$ cat src/rtl/mod_counter_bank_if.sv
`default_nettype none
// ============================================================================
//  Module   : mod_counter_bank_if
//  Purpose  : Control and status bundle for the modulo counter bank.
//             Carries the per-channel enables, directions, clears and chain
//             requests, the modulus-write port, and the count and tc outputs.
//  Revision : 1.0  initial release
// ============================================================================
interface mod_counter_bank_if #(
  parameter int NUM_CH = 4,
  parameter int WIDTH  = 8
);
  logic [NUM_CH-1:0]       en;
  logic [NUM_CH-1:0]       up_dn;
  logic [NUM_CH-1:0]       clr;
  logic [NUM_CH-1:0]       cascade;
  logic                    cfg_wr;
  logic [3:0]              cfg_ch;
  logic [WIDTH-1:0]        cfg_mod;
  logic [NUM_CH*WIDTH-1:0] count;
  logic [NUM_CH-1:0]       tc;

  // Controller side: drives the controls, observes the counters
  modport master (
    output en, up_dn, clr, cascade, cfg_wr, cfg_ch, cfg_mod,
    input  count, tc
  );

  // Counter-bank side
  modport slave (
    input  en, up_dn, clr, cascade, cfg_wr, cfg_ch, cfg_mod,
    output count, tc
  );
endinterface
`default_nettype wire

$ cat src/rtl/mod_counter_bank.sv
`default_nettype none
// ============================================================================
//  Module   : mod_counter_bank
//  Purpose  : NUM_CH independent run-time-programmable modulo counters with
//             up/down direction, synchronous clear and a registered
//             terminal-count pulse.
//             Optional macro MODCNT_CASCADE_EN: a channel with its cascade
//             bit set steps only when the channel below it wraps in the same
//             cycle (combinational ripple, whole chain advances on one edge).
//  Revision : 1.0  initial release
// ============================================================================
module mod_counter_bank #(
  parameter int NUM_CH  = 4,
  parameter int WIDTH   = 8,
  parameter int MOD_RST = 10
) (
  input wire                clk,
  input wire                rst_n,
  mod_counter_bank_if.slave bus
);

  for (genvar i = 0; i < NUM_CH; i++) begin : g_ch
    logic [WIDTH-1:0] r_mod;
    logic [WIDTH-1:0] r_cnt;
    logic             r_tc;
    logic [WIDTH-1:0] w_mod_eff;
    logic [WIDTH-1:0] w_top;
    logic [WIDTH-1:0] w_next;
    logic             w_cfg_hit;
    logic             w_step;
    logic             w_at_end;
    logic             w_wrap;

    // A zero modulus behaves like one: the counter parks at 0 and every step wraps
    assign w_mod_eff = (r_mod == '0) ? WIDTH'(1) : r_mod;
    assign w_top     = w_mod_eff - WIDTH'(1);

    // Writes aimed at a channel index beyond the bank never match anything
    assign w_cfg_hit = bus.cfg_wr && (bus.cfg_ch == 4'(i));

`ifdef MODCNT_CASCADE_EN
    if (i == 0) begin : g_head
      assign w_step = bus.en[i];
    end else begin : g_link
      // Chained channel advances on the same edge the lower channel wraps
      assign w_step = bus.cascade[i] ? (bus.en[i] & g_ch[i-1].w_wrap) : bus.en[i];
    end
`else
    assign w_step = bus.en[i];
`endif

    assign w_at_end = bus.up_dn[i] ? (r_cnt == w_top) : (r_cnt == '0);

    // A wrap only counts when the step actually lands; cfg and clr override it
    assign w_wrap = w_step & ~w_cfg_hit & ~bus.clr[i] & w_at_end;

    assign w_next = w_at_end ? (bus.up_dn[i] ? '0 : w_top)
                             : (bus.up_dn[i] ? r_cnt + WIDTH'(1) : r_cnt - WIDTH'(1));

    // Channel state: priority is cfg write, then clear, then step
    always_ff @(posedge clk or negedge rst_n) begin
      if (!rst_n) begin
        r_mod <= WIDTH'(MOD_RST);
        r_cnt <= '0;
        r_tc  <= 1'b0;
      end else begin
        r_tc <= w_wrap;
        if (w_cfg_hit) begin
          r_mod <= bus.cfg_mod;
          r_cnt <= '0;
        end else if (bus.clr[i]) begin
          r_cnt <= '0;
        end else if (w_step) begin
          r_cnt <= w_next;
        end
      end
    end

    assign bus.count[i*WIDTH +: WIDTH] = r_cnt;
    assign bus.tc[i]                   = r_tc;
  end : g_ch

  // Chain requests that have no effect in this build
  logic w_unused_cascade;
`ifdef MODCNT_CASCADE_EN
  assign w_unused_cascade = bus.cascade[0];
`else
  assign w_unused_cascade = ^bus.cascade;
`endif

endmodule
`default_nettype wire

$ cat src/flat_wrapper.sv
// flat-port wrapper written by rule: the top's interface ports become plain ports
module mod_counter_bank_flat 
#(
  parameter int NUM_CH  = 4,
  parameter int WIDTH   = 8,
  parameter int MOD_RST = 10
)
  (clk, rst_n, bus_en, bus_up_dn, bus_clr, bus_cascade, bus_cfg_wr, bus_cfg_ch, bus_cfg_mod, bus_count, bus_tc);
  mod_counter_bank_if #(.NUM_CH(NUM_CH), .WIDTH(WIDTH)) bus_i ();
  input wire clk;
  input wire rst_n;
  input wire logic [$bits(bus_i.en)-1:0] bus_en;
  input wire logic [$bits(bus_i.up_dn)-1:0] bus_up_dn;
  input wire logic [$bits(bus_i.clr)-1:0] bus_clr;
  input wire logic [$bits(bus_i.cascade)-1:0] bus_cascade;
  input wire logic [$bits(bus_i.cfg_wr)-1:0] bus_cfg_wr;
  input wire logic [$bits(bus_i.cfg_ch)-1:0] bus_cfg_ch;
  input wire logic [$bits(bus_i.cfg_mod)-1:0] bus_cfg_mod;
  output wire logic [$bits(bus_i.count)-1:0] bus_count;
  output wire logic [$bits(bus_i.tc)-1:0] bus_tc;
  assign bus_i.en = bus_en;
  assign bus_i.up_dn = bus_up_dn;
  assign bus_i.clr = bus_clr;
  assign bus_i.cascade = bus_cascade;
  assign bus_i.cfg_wr = bus_cfg_wr;
  assign bus_i.cfg_ch = bus_cfg_ch;
  assign bus_i.cfg_mod = bus_cfg_mod;
  assign bus_count = bus_i.count;
  assign bus_tc = bus_i.tc;
  mod_counter_bank #(.NUM_CH(NUM_CH), .WIDTH(WIDTH), .MOD_RST(MOD_RST)) u_core (.clk(clk), .rst_n(rst_n), .bus(bus_i));
endmodule
$ cat config.mk
export PLATFORM = sky130hd
export DESIGN_NAME = mod_counter_bank_flat
export DESIGN_NICKNAME = d
export VERILOG_FILES = /design/src/rtl/mod_counter_bank_if.sv /design/src/rtl/mod_counter_bank.sv /design/src/flat_wrapper.sv
export SDC_FILE = /design/constraint.sdc
export NUM_CORES = 1
export LEC_CHECK = 0
export BUFFER_PORTS_ARGS = -buffer_cell sky130_fd_sc_hd__buf_2
export CAP_MARGIN = 10
export CORE_MARGIN = 5
export CORE_UTILIZATION = 41
export DETAILED_ROUTE_END_ITERATION = 12
export PLACE_DENSITY = 0.58
export RECOVER_POWER = 25
export SYNTH_ARGS = -nofsm -noshare
export SYNTH_HDL_FRONTEND = slang
export SYNTH_SLANG_ARGS = --single-unit
$ cat constraint.sdc
create_clock -name clk -period 4.2 [get_ports clk]
set_clock_uncertainty 0.1 [all_clocks]
set_input_delay 0.42 -clock clk [delete_from_list [all_inputs] [get_ports clk]]
set_output_delay 0.42 -clock clk [all_outputs]
set_load 0.01 [all_outputs]
After elaboration in Yosys (flattened, before gate mapping)
Index checks and enable logic that the tools add are counted.

operators by class
  add/subtract/negate cells = 12
  multipliers = 0
  div/mod/pow operators = 0
  $lt $le $gt $ge = 0
  equality and inequality tests = 7
  shift-type cells = 0
  multiplexer cells = 32
  bitwise operators = 20
  reductions and logical operators = 17

operators by type and width
  kind                                                  count
  2-to-1 mux 8 bit                                      28
  logical NOT 8 bit                                     8
  subtractor 8 x 1 -> 8 bit (second input constant)     8
  adder 8 x 1 -> 8 bit (second input constant)          4
  equality test 8 bit                                   4
  bitwise AND 1 bit                                     12
  nonzero test 3 bit                                    4
  equality test 4 x 2 -> 1 bit (second input constant)  2
  inverter 1 bit                                        8
  equality test 4 x 1 -> 1 bit (second input constant)  1
  logical AND 1 bit                                     4
  logical NOT 4 bit                                     1
  2-to-1 mux 1 bit                                      4

word-level totals
  bits in registers = 68
  latch bits = 0
  RAM bits = 0
  ROM bits = 0
  input port bits = 31
  output and inout bits = 36
  word-level logic and storage cells = 100
  memories = 0

Depth between registers and ports, before layout
  depth after elaboration = 9
  depth in mapped cells = 11
  depth with buffers taken out = 11

Worst setup path after synthesis
OpenSTA, ideal clock, no wires.

  kind = register to register
  start point = register u_core.g_ch[3].r_mod[2]
  end point = register u_core.g_ch[3].r_cnt[7]
  setup time = 131 ps
  arrival time = 2905 ps
  data required time = 3969 ps
  setup slack = 1064 ps
  cell stages (with the launch flop) = 12
  path buffers = 0
  clock period less this slack = 3136 ps
  cell sequence = dfrtp_1 -> or3_1 -> nor4b_1 -> nor2_1 -> ha_1 -> nor3b_1 -> xnor2_1 -> a2111oi_0 -> nand2_1 -> nor4_4 -> nand2b_1 -> o211ai_1

between the ends
  cells in the longest elaborated chain, start to end = 9
  elaborated cells on any way between the ends = 10
  those cells by class = add/sub: 1; eq/ne: 1; mux: 7; reduce/logical: 1

RTL lines
  what                         line                    text
  start: declaration           mod_counter_bank.sv:23  logic [WIDTH-1:0] r_mod;
  start signal: assignment     mod_counter_bank.sv:63  r_mod <= WIDTH'(MOD_RST);
  start signal: assignment     mod_counter_bank.sv:69  r_mod <= bus.cfg_mod;
  logical NOT 8 bit            mod_counter_bank.sv:35  assign w_mod_eff = (r_mod == '0) ? WIDTH'(1) : r_mod;
  2-to-1 mux 8 bit *           mod_counter_bank.sv:35
  subtractor 8 x 1 -> 8 bit *  mod_counter_bank.sv:36  assign w_top = w_mod_eff - WIDTH'(1);
  equality test 8 bit          mod_counter_bank.sv:52  assign w_at_end = bus.up_dn[i] ? (r_cnt == w_top) : (r_cnt == '0);
  2-to-1 mux 1 bit             mod_counter_bank.sv:52
  2-to-1 mux 8 bit *           mod_counter_bank.sv:57  assign w_next = w_at_end ? (bus.up_dn[i] ? '0 : w_top)
  2-to-1 mux 8 bit *           mod_counter_bank.sv:73  end else if (w_step) begin
  2-to-1 mux 8 bit *           mod_counter_bank.sv:71  end else if (bus.clr[i]) begin
  2-to-1 mux 8 bit *           mod_counter_bank.sv:68  if (w_cfg_hit) begin
  end signal: assignment       mod_counter_bank.sv:74  r_cnt <= w_next;
  end: declaration             mod_counter_bank.sv:24  logic [WIDTH-1:0] r_cnt;

Mark *: on every way between the ends. The rest lies on a longest branch, timed or not. The select of a mux whose other input is x is not followed.
A chain may end at the register's enable or synchronous reset.

Worst setup path in the final report
  start point = register u_core.g_ch[3].r_mod[2]
  end point = register u_core.g_ch[3].r_cnt[4]

The elaborated chain is that of the path after synthesis.

==> flow_summary.yaml <==
global_routing:
  grt_util_all_layers_pct: 17.4
  globalRouteOverflowTotal: 0
  grt_pass1_vias: 4647
  grt_max_degree: 38
  grt_pass1_wl_um: 22900
  antenna_found_initial: 0
power:
  powerDensity_mw_per_mm2: 532
  leakagePower_nw: 2.69
  peakVddDrop_mv: 0.248
yosys:
  async_flop_share_pct: 100
  ys_types: 71
  ys_ff_latch: 68
  yosysTopAreaCellShare_pct: 27.7
  syn_inst: 594
  syn_nets: 657
  yosys_warnings: 0
  synth.largest_area_cell: "dfrtp_1"
  yosysSeqAreaShare_pct: 31.6
  syn_area_mm2: 0.00542
  synthTopCellsByCount: "dfrtp_1 (60), nor2_1 (55), nand2_1 (39)"
  syn_area_per_cell_um2: 9.12
  yosysMostFrequentCell: "dfrtp_1"
  synth_flop_cell: "dfrtp_1"
  yosys-top-cells-area: "dfrtp_1 (28%), ha_1 (6.5%), mux2_2 (6.2%)"
  synth_edf_count: 0
floorplan:
  rows: 42
  num_io_pins: 67
  dieWidth_um: 125
  fp.dieArea_mm2: 0.0156
  die_h_um: 125
  core_area_mm2: 0.0131
  start_util_pct: 41.4
clock_tree:
  cts.sinks: 68
  clockBufferDepth: 2
  insertion_delay_ps: 330
  cts_max_level: 3
  cts_setup_buffers: 0
  tritoncts: "done"
  ctsResizeCount: 0
  cts_buffers: 9
  clockRootBuffer: "clkbuf_16"
  hold_buffers: 0
  clk_pin_slew_ps: 60
timing:
  rsz0062_at_grt: "no"
  fin_setup_tns_ps: 0
  fin_ws_ps: 640
  timing.fmax_mhz: 281
  drv_slew: 38
  worstMarginPinSlew_ps: 2040
  hold_viol: 0
  slew_headroom_pct: -35.7
  setup_viol: 0
  fin_crit_sh_pct: 84.8
  period_needed_ps: 3560
cells_and_area:
  final_layout_size_suffix_gt1_share_pct: 20.5
  num_antenna_cells: 0
  fin_area_mm2: 0.00618
  final_cells: 831
  fin_nets: 714
  filler_cell_count: 1240
  area_delta_synth_final_pct: 14.1
route:
  vias_per_cell: 5.62
  firstDrtPassIters: 4
  finalWirelength_um: 13400
  drc: 0
  routed-via-count: 4667
  wire_per_inst_um: 16.1
  antenna_left: 0
  drtIter0Drc: 302
place:
  globalplace.congestion: 0.850
  dp.cells: 816
  place_ws_ps: 727
  dpl_cell_area_mm2: 0.00588
  port_buffers: 62
  hpwlAfterDp_um: 10100
setup_path:
  cpPeakStageDelay_ps: 470
  slowest_stage: "nor4_4"
  critical_path_class: "flop to flop"
  crit_chain: "or3_1 > nor4b_1 > nor2_1 > ha_1 > xor2_1 > o311ai_0 > a2111oi_0 > nand2_1 > nor4_4 > a2bb2oi_1 > o21ai_0"
  crit_arrival_ps: 3670
  worst_ep_required_time_ps: 4310
  path_max_fanout: 8
  worst-path-buf-inv: 0
  cpLargestDelayFamily: "simple AND/OR/NAND/NOR gates"
  start_kind: "flop"
  cp-end-kind: "flop"
run_status:
  status: "complete, but fails checks"
  violations: "capacitance limit, slew limit"
worst_hold_path:
  min_path_type: "primary input to flop"
flow_run:
  cap_violations: 1
cell families (layout without fill, tap and decap cells):
logic type                 count (synthesis)  count (layout)  synth area share, %
and+or+nand+nor                          221             221                 22.2
AOI/OAI and AO/OA                        135             135                 17.6
DFF                                       68              68                 31.6
xor gates and xnor gates                  55              55                 9.40
buffers and inverters                     45             106                 3.58
muxes                                     38              38                 7.72
adders and majority gates                 32              32                 7.95
worst min-delay path, cell delays in order:
cell and delay (ps):
buf_2 140, nand2_1 50, o21ai_0 60
final timing paths:
kind	slack [ps]	cells past startpoint	end	from
min reg2reg	440	1	u_core.g_ch[0].r_mod[7]	u_core.g_ch[0].r_mod[7]
max in group asynchronous	1730	2	u_core.g_ch[0].r_mod[5]	rst_n
min in group asynchronous	570	1	u_core.g_ch[3].r_cnt[1]	rst_n
max	640	11	u_core.g_ch[3].r_cnt[4]	u_core.g_ch[3].r_mod[2]
max reg2reg	640	11	u_core.g_ch[3].r_cnt[4]	u_core.g_ch[3].r_mod[2]
min	250	3	u_core.g_ch[1].r_mod[1]	bus_cfg_mod[1]
registers in the layout (all words and copies together), names as in the netlist:
name / count
u_core.g_ch.r_tc: 4
u_core.g_ch.r_cnt: 32
u_core.g_ch.r_mod: 32
placed cells by master, fill, tap and decap left out, types with 3 or more instances in the layout:
master,n
nand3b_1,6
o21ai_0,31
nor3_1,31
mux2_2,30
nor2_1,55
a211o_1,3
a21o_1,4
or2_2,3
o31ai_1,7
xor2_1,22
xnor2_1,31
nand2b_1,5
a21oi_1,27
nand3_1,16
nand2_1,39
nand4_1,6
a22o_1,9
nor3b_1,10
nor2b_1,13
buf_2,57
o41ai_1,5
clkbuf_1,6
clkbuf_16,9
inv_1,25
mux2i_1,8
dfrtp_1,60
nor4_1,10
fa_1,4
nor3_2,3
ha_1,28
dfstp_2,8
or3_1,6
o21bai_1,3
o211ai_1,8
and2_1,3
o21a_1,5
a211oi_1,4
per-stage QoR:
stage	utilization [%]	power, W	hold slack, ps
6_report	47.2	0.00329	255
5_1_grt	47.2	0.00354	270
4_1_cts	47.3	0.00332	115
3_5_place_dp	44.9	0.00248	427
3_3_place_gp	44.9	0.00245	424
2_1_floorplan	-	0.00212	24.4
area by class of cell:
class	count	area [µm²]	area share, %
well taps	176	220	3.56
clock buffers	9	225	3.65
inverters	25	93.8	1.52
flip-flops and latches	68	1710	27.7
repair buffers	66	328	5.31
clock inverters	6	90.1	1.46
multi-input cells	481	3510	56.8
report_power, final:
| part | switching [W] | internal [W] | total (W) |
|---|---|---|---|
| clock network | 0.000292 | 0.000517 | 0.000809 |
| registers | 0.000263 | 0.000809 | 0.00107 |
| logic | 0.000744 | 0.000661 | 0.00141 |
per-layer routing:
layer | global-route usage (%) | routed length [µm] | part of all wire, %
met1 | 23.2 | 6200 | 46
met2 | 28.5 | 6520 | 49
met3 | 3.73 | 517 | 3.9
met4 | 4.91 | 157 | 1.2
met5 | 0 | 0 | 0
Note: power is estimated with default switching activity, not from simulation.
